$ cat config.mk
export PLATFORM = sky130hd
export DESIGN_NAME = volume_button_ctrl
export DESIGN_NICKNAME = d
export VERILOG_FILES = /design/src/rtl/volume_pkg.sv /design/src/rtl/volume_button_ctrl_button_debounce.sv /design/src/rtl/volume_button_ctrl.sv
export SDC_FILE = /design/constraint.sdc
export NUM_CORES = 1
export LEC_CHECK = 0
export BUFFER_PORTS_ARGS = -buffer_cell sky130_fd_sc_hd__buf_2
export CAP_MARGIN = 20
export CORE_AREA = 8 8 51 53
export CTS_CLUSTER_DIAMETER = 200
export DETAILED_ROUTE_END_ITERATION = 10
export DIE_AREA = 0 0 59 61
export GPL_ROUTABILITY_DRIVEN = 0
export PLACE_DENSITY = 0.81
export SYNTH_ARGS = -nofsm -noshare
export SYNTH_HDL_FRONTEND = slang
export SYNTH_SLANG_ARGS = --single-unit
$ cat constraint.sdc
create_clock -name clk_i -period 2.2 [get_ports clk_i]
set_input_delay 0.22 -clock clk_i [delete_from_list [all_inputs] [get_ports clk_i]]
set_output_delay 0.22 -clock clk_i [all_outputs]
set_load 0.05 [all_outputs]
$ cat src/rtl/volume_pkg.sv
// rtl/volume_pkg.sv - shared state enum, level constants and width helper for the volume button front end
// Contents:
//   state_t      controller FSM states
//   LEVEL_MIN    lowest attenuator shift (shared with the attenuator)
//   LEVEL_MAX    highest attenuator shift
//   LEVEL_RESET  shift after reset
//   level_width  bits needed to hold a level up to max_level
package volume_pkg;

    typedef enum logic [2:0] {
        IDLE,
        PRESS,
        DELAY,
        REPEAT,
        HELD,
        LOCK
    } state_t;

    localparam int LEVEL_MIN   = 1;
    localparam int LEVEL_MAX   = 7;
    localparam int LEVEL_RESET = 3;

    function automatic int level_width(input int max_level);
        return $clog2(max_level + 1);
    endfunction

endpackage

$ cat src/rtl/volume_button_ctrl_button_debounce.sv
// rtl/volume_button_ctrl_button_debounce.sv - two-flop synchroniser plus debounce counter for one button
// Ports:
//   clk_i      in   system clock
//   reset_i    in   synchronous active-high reset
//   btn_i      in   raw asynchronous button, active-high
//   level_o    out  debounced button state
//   press_o    out  one-cycle strobe when level_o rises
//   release_o  out  one-cycle strobe when level_o falls
module button_debounce #(
    parameter int debounce_cycles_p = 4
) (
    input  logic clk_i,
    input  logic reset_i,
    input  logic btn_i,
    output logic level_o,
    output logic press_o,
    output logic release_o
);

    localparam int CW = (debounce_cycles_p > 1) ? $clog2(debounce_cycles_p) : 1;

    logic [1:0]    sync;
    logic [CW-1:0] cnt;

    always_ff @(posedge clk_i) begin
        if (reset_i) begin
            sync      <= '0;
            cnt       <= '0;
            level_o   <= 1'b0;
            press_o   <= 1'b0;
            release_o <= 1'b0;
        end else begin
            sync      <= {sync[0], btn_i};
            press_o   <= 1'b0;
            release_o <= 1'b0;
            // Count consecutive samples that disagree with the accepted state;
            // any agreeing sample throws the partial count away.
            if (sync[1] != level_o) begin
                if (cnt == CW'(debounce_cycles_p - 1)) begin
                    level_o   <= sync[1];
                    press_o   <= sync[1];
                    release_o <= ~sync[1];
                    cnt       <= '0;
                end else begin
                    cnt <= cnt + CW'(1);
                end
            end else begin
                cnt <= '0;
            end
        end
    end

endmodule

$ cat src/rtl/volume_button_ctrl.sv
// rtl/volume_button_ctrl.sv - turns up/down push-buttons into saturating single-cycle volume step pulses
// Build option: VOLUME_AUTO_REPEAT_EN enables auto-repeat (DELAY/REPEAT states) while a button is held.
// Ports:
//   clk_i       in   system clock
//   reset_i     in   synchronous active-high reset
//   up_btn_i    in   raw up button, asynchronous, active-high
//   down_btn_i  in   raw down button, asynchronous, active-high
//   up_o        out  one-cycle pulse, level +1 (to attenuator up_i)
//   down_o      out  one-cycle pulse, level -1 (to attenuator down_i)
//   level_o     out  current level, saturating in [level_min_p, level_max_p]
module volume_button_ctrl
    import volume_pkg::*;
#(
    parameter int debounce_cycles_p = 4,
    parameter int repeat_delay_p    = 16,
    parameter int repeat_rate_p     = 8,
    parameter int level_min_p       = LEVEL_MIN,
    parameter int level_max_p       = LEVEL_MAX,
    parameter int level_reset_p     = LEVEL_RESET
) (
    input  logic                                 clk_i,
    input  logic                                 reset_i,
    input  logic                                 up_btn_i,
    input  logic                                 down_btn_i,
    output logic                                 up_o,
    output logic                                 down_o,
    output logic [level_width(level_max_p)-1:0]  level_o
);

    localparam int LW = level_width(level_max_p);

    logic   up_lvl, up_press, up_rel;
    logic   down_lvl, down_press, down_rel;
    logic   active_up;
    logic   can_up, can_down;
    state_t state;

    button_debounce #(.debounce_cycles_p(debounce_cycles_p)) u_up_db (
        .clk_i     (clk_i),
        .reset_i   (reset_i),
        .btn_i     (up_btn_i),
        .level_o   (up_lvl),
        .press_o   (up_press),
        .release_o (up_rel)
    );

    button_debounce #(.debounce_cycles_p(debounce_cycles_p)) u_down_db (
        .clk_i     (clk_i),
        .reset_i   (reset_i),
        .btn_i     (down_btn_i),
        .level_o   (down_lvl),
        .press_o   (down_press),
        .release_o (down_rel)
    );

    // Saturation check; a pulse still in flight has not reached level_o yet,
    // so no new pulse is allowed in the cycle right after one.
    assign can_up   = (level_o < LW'(level_max_p)) && !up_o && !down_o;
    assign can_down = (level_o > LW'(level_min_p)) && !up_o && !down_o;

`ifdef VOLUME_AUTO_REPEAT_EN
    localparam int RPT_MAX = (repeat_delay_p > repeat_rate_p) ? repeat_delay_p : repeat_rate_p;
    localparam int RW      = $clog2(RPT_MAX + 1);

    // Cycles since the last pulse attempt; cleared on every attempt.
    logic [RW-1:0] rpt_cnt;
`else
    localparam int unused_repeat_cfg = repeat_delay_p + repeat_rate_p;
`endif

    always_ff @(posedge clk_i) begin
        if (reset_i) begin
            state     <= IDLE;
            active_up <= 1'b0;
            up_o      <= 1'b0;
            down_o    <= 1'b0;
            level_o   <= LW'(level_reset_p);
`ifdef VOLUME_AUTO_REPEAT_EN
            rpt_cnt   <= '0;
`endif
        end else begin
            up_o   <= 1'b0;
            down_o <= 1'b0;
            if (up_o) begin
                level_o <= level_o + LW'(1);
            end else if (down_o) begin
                level_o <= level_o - LW'(1);
            end

            case (state)
                IDLE: begin
                    if (up_lvl && down_lvl) begin
                        state <= LOCK;
                    end else if (up_press) begin
                        state     <= PRESS;
                        active_up <= 1'b1;
                        up_o      <= can_up;
`ifdef VOLUME_AUTO_REPEAT_EN
                        rpt_cnt   <= '0;
`endif
                    end else if (down_press) begin
                        state     <= PRESS;
                        active_up <= 1'b0;
                        down_o    <= can_down;
`ifdef VOLUME_AUTO_REPEAT_EN
                        rpt_cnt   <= '0;
`endif
                    end
                end

                PRESS, DELAY, REPEAT, HELD: begin
                    if (up_lvl && down_lvl) begin
                        state <= LOCK;
                    end else if (active_up ? up_rel : down_rel) begin
                        state <= IDLE;
                    end else begin
`ifdef VOLUME_AUTO_REPEAT_EN
                        if (state == PRESS) begin
                            state   <= DELAY;
                            rpt_cnt <= rpt_cnt + RW'(1);
                        end else if ((state == DELAY  && rpt_cnt == RW'(repeat_delay_p - 1)) ||
                                     (state == REPEAT && rpt_cnt == RW'(repeat_rate_p - 1))) begin
                            state   <= REPEAT;
                            rpt_cnt <= '0;
                            up_o    <= active_up && can_up;
                            down_o  <= !active_up && can_down;
                        end else begin
                            rpt_cnt <= rpt_cnt + RW'(1);
                        end
`else
                        state <= HELD;
`endif
                    end
                end

                LOCK: begin
                    if (!up_lvl && !down_lvl) begin
                        state <= IDLE;
                    end
                end

                default: state <= IDLE;
            endcase
        end
    end

endmodule
======== Yosys cells after proc, flatten, opt, wreduce, memory -nomap -nowiden ========
Cells that the tools add are included.
word-level totals
  word-level logic and storage cells ...... 78
  input bits .............................. 4
  output and inout bits ................... 5
  flip-flop bits (word level) ............. 23
operators by class
  bitwise operators ....................... 10
  muxes and demuxes ....................... 12
  add/sub/neg operators ................... 4
  eq/ne operators ......................... 11
  order comparisons ....................... 2
  reductions and logical operators ........ 24
operators with widths
  operator                                            count
  2-to-1 mux 3 bit                                    8
  OR reduction 3 bit                                  4
  NOT 1 bit                                           10
  case mux 3 bit (3 select lines)                     1
  OR reduction 4 bit                                  2
  == test 3 x 2 -> 1 bit, second input constant       2
  == test 3 bit, second input constant                2
  logical AND 1 bit                                   6
  AND reduction 2 bit                                 3
  OR reduction 5 bit                                  1
  adder 2 x 1 -> 2 bit, second input constant         2
  == test 2 bit, second input constant                2
  zero test 1 bit                                     4
  != test 4 x 2 -> 1 bit, second input constant       1
  nonzero test 2 bit                                  2
  adder 3 x 1 -> 3 bit, second input constant         1
  == test 3 x 1 -> 1 bit, second input constant       1
  > comparator 3 x 1 -> 1 bit, second input constant  1
  zero test 3 bit                                     1
  less-than comparator 3 bit, second input constant   1
  2-to-1 mux 1 bit                                    3
  AND reduction 3 bit                                 1
  subtractor 3 x 1 -> 3 bit, second input constant    1
  != test 1 bit                                       2
  != test 2 bit, second input constant                1

======== Depth between registers and ports, before layout ========
Gate-level depths: netlist of the first run.
  word-level depth ........................ 4
  gate-level depth with buffers ........... 6
  mapped depth without buffers ............ 6

======== Cells and area by module ========
A second synthesis of the first run with hierarchy kept.
second synthesis, totals
  cell total of the unflattened synthesis .. 84
  area, all modules ....................... 939.7 µm²
modules (own cells, without submodules)
  module              times used  area each (µm²)  cells each  sequential area each (µm²)
  volume_button_ctrl  1           471.7            50          160.2
  button_debounce     2           234.0            17          140.1

======== Least setup slack after synthesis of the first run ========
OpenSTA, ideal clock, no wires.
  path kind ............................... flip-flop to flip-flop
  start ................................... register level_o[1]
  end ..................................... register level_o[1]
  library setup time ...................... 120 ps
  path slack .............................. 667 ps
  data required time ...................... 2,080 ps
  arrival ................................. 1,413 ps
  clock period less this slack ............ 1,533 ps
  path buffers ............................ 0
  cell stages (with the launch flop) ...... 5
  cell sequence ........................... dfxtp_1 > inv_1 > ha_1 > a211oi_1 > a211o_1
between the ends
  longest elaborated chain between the ends .. 3
  elaborated cells on any way between the ends .. 4
  those cells by class .................... add/sub: 2; mux: 2
RTL lines
  item                       line                      text
  start, declared            volume_button_ctrl.sv:27  output logic [level_width(level_max_p)-1:0] level_o
  start signal, assigned     volume_button_ctrl.sv:77  level_o <= LW'(level_reset_p);
  start signal, assigned     volume_button_ctrl.sv:85  level_o <= level_o + LW'(1);
  start signal, assigned     volume_button_ctrl.sv:87  level_o <= level_o - LW'(1);
  subtractor 3 x 1 -> 3 bit  volume_button_ctrl.sv:87
  2-to-1 mux 3 bit           volume_button_ctrl.sv:86  end else if (down_o) begin
  2-to-1 mux 3 bit *         volume_button_ctrl.sv:84  if (up_o) begin
Mark *: on every way between the ends. The rest lies on a longest branch, timed or not. The select of a mux whose other input is x is not followed.
A chain may end at the register's enable or synchronous reset.

======== Worst setup path in the final report of the first run ========
  start ................................... register state[0]
  end ..................................... register state[0]
between the ends
  longest elaborated chain between the ends .. 3
  elaborated cells on any way between the ends .. 11
  those cells by class .................... eq/ne: 7; mux: 1; reduce/logical: 3
RTL lines
  item                                                                    line                      text
  start, declared                                                         volume_button_ctrl.sv:36  state_t state;
  start signal, assigned                                                  volume_button_ctrl.sv:73  state <= IDLE;
  start signal, assigned                                                  volume_button_ctrl.sv:93  state <= LOCK;
  start signal, assigned                                                  volume_button_ctrl.sv:95  state <= PRESS;
  == test 3 x 1 -> 1 bit (tied with other cells)                          volume_button_ctrl.sv:90  case (state)
  OR reduction 4 bit (tied with other cells)                              volume_button_ctrl.sv:90
  case mux 3 bit (3 select lines) or AND reduction 2 bit (tied branches)  --
Parallel ways exist; a longest one is shown, timed or not.

==> results.yml, run 1 <==
outcome:
  status: "finished clean"
timing:
  fin_crit_ps: 1530
  drv_slew: 0
  finalSetupViolCount: 0
  rsz0062_at_grt: "no"
  worst_pin_slew_ps: 346
  max_freq_mhz: 654
  hold_viol: 0
  finClkSkew_ps: 5.16
  fin_setup_tns_ps: 0
  period_share_pct: 69.5
  relSlewSlack_pct: 77.0
placed_design:
  hpwl_um: 1070
  dpl_cell_area_um2: 1000
  numPortBuffers: 8
synth:
  synthesis.nets: 104
  syn_inst: 93
  netlist_area_um2: 946
  ys_async_sr_fraction_pct: 0
  ys_types: 32
  ys_warn_count: 0
  synth-seq-cells: 22
  yosysSeqAreaShare_pct: 46.6
  synth_ff_type: "dfxtp_1"
  synth_edf_count: 0
  avgSynthCellArea_um2: 10.2
power_and_ir_drop:
  p_per_area_nw_per_um2: 765
  leakage_nw: 0.431
  max-vdd-ir-drop_uv: 491
finish:
  insertedDiodeCount: 0
  nets: 113
  final_design_area_no_fill_um2: 1040
  syn2layout_area_growth_pct: 9.66
  drive_gt1_share_pct: 17.8
floorplan:
  core_um2: 1840
  initial_core_util_pct: 51.4
  fp-row-count: 16
  dieArea_um2: 3600
  die_h_um: 61
  ios: 9
  dieWidth_um: 59
clock_network:
  clockRootBuffer: "clkbuf_4"
  clock-sinks: 22
  cts_inserted_buffers: 3
  hold_buffers: 0
  postCtsSetupRepairBufs: 0
  clock_latency_ps: 310
  cts_buffer_depth: 2
  cts.clk_slew.worst_paths_ps: 120
  cts_resized: 0
  cts_max_level: 1
  cts_tree: "yes"
drt:
  wirelength_um: 1470
  wl_per_cell_um: 11.5
  vias: 673
  drt_pass1_iterations: 4
  antenna_left: 0
  drc: 0
  viasPerCell: 5.26
  drt-initial-drc-count: 8
setup_path:
  cp_max_fo: 6
  cp_data_arrival_time_ps: 1790
  path_class: "reg2reg"
  cp-end-kind: "flip-flop"
  startpoint_type: "flip-flop"
  worstPathRequired_ps: 2460
global_route:
  grt_pass1_wl_um: 2460
  antenna_found_initial: 0
  grt_overflow: 0
  grtUsageTotal_pct: 9.17
  grt_pass1_vias: 614
  grt_start_max_net_pins: 20
run:
  max-cap-violations: 0
worst_hold_path:
  hp-class: "in2reg"
metrics by stage:
stage / power [mW] / std cells / hold slack (ps) / worst slack, ps / utilization (%)
finish: 0.793 / 128 / 111 / 672 / 56.3
CTS: 0.800 / 128 / 114 / 664 / 56.3
global route: 0.826 / 128 / 111 / 575 / 56.3
detailed placement: 0.581 / 124 / 410 / 694 / 54.3
global placement: 0.571 / 124 / 405 / 766 / 54.3
floorplan: 0.558 / 93 / 348 / 667 / -
flip-flops by register name, summed over array words and instances, names as in the netlist:
signal               count
active_up                1
down_o                   1
level_o                  3
state                    2
u_down_db.cnt            2
u_down_db.level_o        1
u_down_db.press_o        1
u_down_db.release_o      1
u_down_db.sync           2
u_up_db.cnt              2
u_up_db.level_o          1
u_up_db.press_o          1
u_up_db.release_o        1
u_up_db.sync             2
up_o                     1
where the power goes:
group / switching, mW / leakage [nW] / internal (mW)
clock: 0.121 / 0.0210 / 0.101
combinational: 0.0676 / 0.232 / 0.0813
sequential: 0.0101 / 0.178 / 0.412
total: 0.199 / 0.431 / 0.594
cells in the mapped netlist (all sizes together), types with 3 or more instances:
cell | number | area [µm²]
buf | 3 | 15.0
xnor2 | 3 | 26.3
nand2 | 4 | 17.5
nor4bb | 4 | 40.0
or3 | 3 | 18.8
dfxtp | 22 | 440
nor2b | 4 | 25.0
inv | 6 | 22.5
nor2 | 13 | 51.3
ha | 7 | 87.6
mux2i | 4 | 40.0
worst max-delay path: stages (launching register included):
cell     delay (ps)
dfxtp_1         380
inv_1            60
ha_1            250
nor3b_4         180
a21oi_2         210
mux2_4          320
nor2_2           70
cells by family after synthesis:
family / Yosys count / synth area share, %
xor+xnor: 3 / 2.78
fa+ha+maj: 7 / 9.26
mux: 5 / 5.82
buf+inv: 10 / 4.36
simple gates: 34 / 21.8
flops: 22 / 46.6
compound gates: 12 / 9.39
path summary, 6_finish.rpt:
check | from | to | slack [ps] | cells after the start
max | state[0] | state[0] | 670 | 6
max reg2reg | state[0] | state[0] | 670 | 6
min reg2reg | u_up_db.cnt[0] | u_up_db.cnt[0] | 440 | 1
min | up_btn_i | u_up_db.sync[0] | 110 | 2
metal layers:
| metal | wire (µm) | GRT usage [%] | vias to the layer above |
|---|---|---|---|
| li1 | - | - | 338 |
| met1 | 681 | 8.78 | 316 |
| met2 | 651 | 15.4 | 14 |
| met3 | 94 | 3.81 | 5 |
| met4 | 44 | 7.17 | 0 |
| met5 | 0 | 0 | - |
final cells by class:
type	count	area, µm²
clock buffer	4	36.3
fill	172	805
inverter	6	22.5
multi-input combinational	61	464
sequential	22	440
tap	27	33.8
timing repair buffer	8	40.0
cells in the final DEF, fill, tap and decap left out, drive strengths merged, types with 2 or more instances in the layout:
master / count
nand3: 2
nand2: 4
or3: 3
a21oi: 2
nor4bb: 4
clkbuf: 4
xnor2: 3
buf: 8
o21ai: 2
nor2: 13
inv: 6
mux2i: 4
ha: 7
nor2b: 4
dfxtp: 22
(Power assumes the default switching activity.)
==> run 2: changes to the inputs <==
==> constraint.sdc (replaced) <==
create_clock -name clk_i -period 1.6 [get_ports clk_i]
set_input_delay 0.16 -clock clk_i [delete_from_list [all_inputs] [get_ports clk_i]]
set_output_delay 0.16 -clock clk_i [all_outputs]
set_load 0.05 [all_outputs]
==> run 2 against run 1 <==
Sequential power rose by 38%. Cell count did not move. Die area did not move. Critical endpoint unchanged. Largest power group unchanged. Highest routed layer unchanged.
==> results.yml, run 2 (same netlist as run 1, synthesis figures left out) <==
outcome:
  status: "finished clean"
clock_network:
  cts_buffer_depth: 2
  hold_buffers: 0
  clock_latency_ps: 310
  cts_inserted_buffers: 3
  cts_tree: "yes"
  clockRootBuffer: "clkbuf_4"
  cts_max_level: 1
  cts.clk_slew.worst_paths_ps: 120
  clock-sinks: 22
finish:
  largest_reg_flops: 3
  layout_common_cells: "20 x dfxtp_1, 12 x nor2_1, 8 x buf_2"
  final_common_cell: "dfxtp_1"
  insertedDiodeCount: 0
  top_register: "level_o"
  syn2layout_area_growth_pct: 10.2
  final_design_area_no_fill_um2: 1040
  nets: 113
  drive_gt1_share_pct: 20.8
floorplan:
  initial_core_util_pct: 51.4
  die_h_um: 61
  core_um2: 1840
  dieWidth_um: 59
  dieArea_um2: 3600
  fp-row-count: 16
  ios: 9
global_route:
  grt_pass1_wl_um: 2420
  grt_pass1_vias: 593
  grtUsageTotal_pct: 8.91
  grt_start_max_net_pins: 20
  antenna_found_initial: 0
  grt_overflow: 0
drt:
  m1WireLength_um: 699
  drt-initial-drc-count: 12
  dr_wl_met3_um: 86
  antenna_left: 0
  wirelength_um: 1530
  vias: 680
  wl_per_cell_um: 11.9
  dr.max_layer_used: "met4"
  dr_wl_met2_um: 701
  drt_pass1_iterations: 4
  drc: 0
  viasPerCell: 5.31
timing:
  relSlewSlack_pct: 77.2
  finalSetupViolCount: 0
  finClkSkew_ps: 3.93
  max_freq_mhz: 677
  period_share_pct: 92.3
  rsz0062_at_grt: "no"
  fin_setup_tns_ps: 0
  worst_pin_slew_ps: 342
  fin_crit_ps: 1480
  drv_slew: 0
  hold_viol: 0
placed_design:
  numPortBuffers: 8
  dpl_cell_area_um2: 1000
  hpwl_um: 1060
setup_path:
  cp-end-kind: "flip-flop"
  r2r_setup_slack_ps: 120
  worstPathRequired_ps: 1850
  ff2ff_path_depth: 6
  startpoint_type: "flip-flop"
  crit_path_max_incr_delay_ps: 350
  crit_family: "simple AND/OR/NAND/NOR gates"
  r2r-end: "state[0]"
  critPathSlowestCell: "dfxtp_2"
  path_class: "reg2reg"
  crit_chain: "inv_1, ha_2, nor3b_4, a21oi_2, mux2_4, nor2_2"
  cp_data_arrival_time_ps: 1730
  cp_max_fo: 6
  path_buf_inv: 1
  reg2reg_from: "state[0]"
worst_hold_path:
  hp-class: "in2reg"
  min_from: "up_btn_i"
  holdPathStages: 2
  worst_hold_path.endpoint: "u_up_db.sync[0]"
power_and_ir_drop:
  leakage_nw: 0.431
  max-vdd-ir-drop_uv: 674
  p_per_area_nw_per_um2: 1060
run:
  max-cap-violations: 0
-- run 2: cell counts in the layout (fill, tap and decap cells not counted) --
Identical to the previous run, type by type.
-- run 2: worst max path at each step --
| stage | slack, ps | cells past startpoint | start | endpoint |
|---|---|---|---|---|
| global placement | 170 | 6 | state[0] | state[0] |
| CTS | 60 | 6 | state[0] | state[0] |
| global route | 40 | 6 | state[0] | state[0] |
| finish | 120 | 6 | state[0] | state[0] |
| detailed placement | 100 | 6 | state[0] | state[0] |
| floorplan | 70 | 4 | level_o[1] | level_o[1] |
-- run 2: metrics by stage --
| stage | power (mW) | setup slack (ps) | cells | hold WS (ps) | util (%) |
|---|---|---|---|---|---|
| after floorplan | 0.767 | 67.2 | 93 | 288 | - |
| after global placement | 0.785 | 166 | 124 | 372 | 54.3 |
| after detailed placement | 0.798 | 95.3 | 124 | 380 | 54.3 |
| after CTS | 1.10 | 59.3 | 128 | 51.4 | 56.3 |
| after global routing | 1.15 | 38.3 | 128 | 45.4 | 56.6 |
| final | 1.10 | 123 | 128 | 52.2 | 56.6 |
-- run 2: where the power goes --
group          switching (mW)  internal, mW  leakage, nW
sequential             0.0137         0.569        0.179
combinational          0.0996         0.116        0.231
clock                   0.165         0.139       0.0210
total                   0.278         0.824        0.431
-- run 2: cell type report --
type / count / area [µm²]
Fill cell: 167 / 800
Multi-Input combinational cell: 61 / 467
Sequential cell: 22 / 443
Timing Repair Buffer: 8 / 40.0
Clock buffer: 4 / 36.3
Tap cell: 27 / 33.8
Inverter: 6 / 22.5
-- run 2: routing by layer --
layer	GRT usage [%]	vias to the layer above
met5	0	-
met4	6.14	0
met3	3.60	5
met2	14.6	16
met1	9.15	320
li1	-	339
-- run 2: worst reg2reg max path, stage by stage (launching register included) --
cell and delay [ps]:
dfxtp_2 350, inv_1 70, ha_2 230, nor3b_4 270
a21oi_2 110, mux2_4 310, nor2_2 80
-- run 2: timing repair --
| item | 4_1_cts | 5_1_grt |
|---|---|---|
| resized for setup | 0 | 3 |
| setup endpoints to repair | 0 | 1 |
| setup buffers | 0 | 0 |
| endpoints found under the hold margin | 0 | 0 |
==> run 3: changes to the inputs <==
--- a/config.mk
+++ b/config.mk
@@ -7,10 +7,10 @@
 export LEC_CHECK = 0
 export BUFFER_PORTS_ARGS = -buffer_cell sky130_fd_sc_hd__buf_2
 export CAP_MARGIN = 20
-export CORE_AREA = 8 8 51 53
-export CTS_CLUSTER_DIAMETER = 200
+export CORE_AREA = 2 2 45 47
+export CTS_CLUSTER_DIAMETER = 120
 export DETAILED_ROUTE_END_ITERATION = 10
-export DIE_AREA = 0 0 59 61
+export DIE_AREA = 0 0 47 49
 export GPL_ROUTABILITY_DRIVEN = 0
 export PLACE_DENSITY = 0.81
 export SYNTH_ARGS = -nofsm -noshare
==> constraint.sdc (replaced) <==
create_clock -name clk_i -period 1.5 [get_ports clk_i]
set_input_delay 0.15 -clock clk_i [delete_from_list [all_inputs] [get_ports clk_i]]
set_output_delay 0.15 -clock clk_i [all_outputs]
set_load 0.05 [all_outputs]
==> run 3 against run 2 <==
Maximum frequency increased by 3.9%. Via count shrank 4.3%. Sequential power grew 6.5%. Sequential share of layout area up 0.19 points. Cell count grew 0.78%. Critical path depth did not move. Core utilization up 0.068 points. First-iteration DRC count rose by 17%. Cell area is 0.12% higher. Clock-buffer cell count is 1 lower. Non-clock buffer count is 2 higher. Clock skew hardly changed.
==> results.yml, run 3 (same netlist as run 1, synthesis figures left out) <==
clock_network:
  cts_tree: "yes"
  clock_latency_ps: 300
  hold_buffers: 0
  cts_inserted_buffers: 3
  cts.clk_slew.worst_paths_ps: 110
  cts_buffer_depth: 2
  cts_max_level: 1
  clockRootBuffer: "clkbuf_4"
  clock-sinks: 22
floorplan:
  initial_core_util_pct: 51.4
  dieWidth_um: 47
  ios: 9
  dieArea_um2: 2300
  die_h_um: 49
  core_um2: 1840
  fp-row-count: 16
power_and_ir_drop:
  p_per_area_nw_per_um2: 1060
  total_power_mw: 1.11
  max-vdd-ir-drop_uv: 524
  leakage_nw: 0.434
drt:
  drt-initial-drc-count: 14
  wl_per_cell_um: 11.4
  wirelength_um: 1470
  vias: 651
  antenna_left: 0
  drc: 0
  viasPerCell: 5.05
  drt_pass1_iterations: 4
global_route:
  grt_start_max_net_pins: 20
  grt_overflow: 0
  grt_pass1_wl_um: 2440
  use_met2_pct: 21.7
  use_met1_pct: 18.1
  antenna_found_initial: 0
  met3_usage_pct: 3.33
  grtUsageTotal_pct: 14.8
  grt_busiest_layer: "met2"
  grt_pass1_vias: 610
worst_hold_path:
  holdPathStages: 2
  hp-class: "in2reg"
finish:
  top_register: "level_o"
  fill_cells: 167
  final_common_cell: "dfxtp_1"
  layout_common_cells: "18 x dfxtp_1, 12 x nor2_1, 8 x buf_2"
  instances_no_fill: 129
  insertedDiodeCount: 0
  multi_input_area_um2: 464
  drive_gt1_share_pct: 22.5
  nets: 115
  largest_reg_flops: 3
  regArea_um2: 445
  syn2layout_area_growth_pct: 10.3
timing:
  drv_slew: 0
  relSlewSlack_pct: 77.3
  setup_slack_ps: 79.4
  finalSetupViolCount: 0
  rsz0062_at_grt: "no"
  fin_setup_tns_ps: 0
  max_freq_mhz: 704
  period_share_pct: 94.7
  finClkSkew_ps: 4.15
  hold_viol: 0
  fin_crit_ps: 1420
  whs_ps: 58.2
  worst_pin_slew_ps: 341
setup_path:
  worstPathRequired_ps: 1740
  cp-end-kind: "flip-flop"
  startpoint_type: "flip-flop"
  cp_data_arrival_time_ps: 1660
  cp_max_fo: 3
  ff2ff_path_depth: 6
  path_class: "reg2reg"
outcome:
  status: "finished clean"
placed_design:
  place_ws_ps: 58.8
  numPortBuffers: 8
  dp.cells: 126
  hpwl_um: 1070
run:
  max-cap-violations: 0
## run 3: area by class of cell
type / count / area share (%)
multi-input combinational: 61 / 44.5
clock buffer: 3 / 2.16
tap: 27 / 3.24
inverter: 6 / 2.16
timing repair buffer: 10 / 5.28
sequential: 22 / 42.7
## run 3: worst paths after layout
check	from	end	slack, ps
max reg2reg	state[0]	state[0]	80
max	state[0]	state[0]	80
min reg2reg	u_up_db.cnt[0]	u_up_db.cnt[0]	430
min	up_btn_i	u_up_db.sync[0]	60
## run 3: what timing repair did
| action | CTS | global route |
|---|---|---|
| setup endpoints to repair | 0 | 1 |
| resized for setup | 0 | 2 |
| setup buffers | 0 | 0 |
## run 3: layer usage
layer / wire (µm) / share of wire, % / up-vias
met1: 689 / 47 / 290
li1: - / - / 339
met3: 52 / 3.5 / 6
met5: 0 / 0 / -
met4: 55 / 3.8 / 0
met2: 668 / 46 / 16
## run 3: worst max-delay path: stages, from the launching register on
cell     delay [ps]
dfxtp_2         360
inv_1            40
ha_1            210
nor3b_4         170
a21oi_2         190
mux2_4          320
nor2_2           70
## run 3: through the flow
stage               cell area, µm²  util (%)
finish                        1040      56.7
global route                  1040      56.7
CTS                           1040      56.5
detailed placement            1020      55.3
global placement              1020      55.3
floorplan                      948         -
## run 3: report_power, final
group	total (mW)	internal, mW	leakage (nW)	switching (mW)
Combinational	0.232	0.131	0.241	0.101
Sequential	0.620	0.606	0.178	0.0142
Clock	0.254	0.0936	0.0138	0.160
Total	1.11	0.831	0.434	0.275
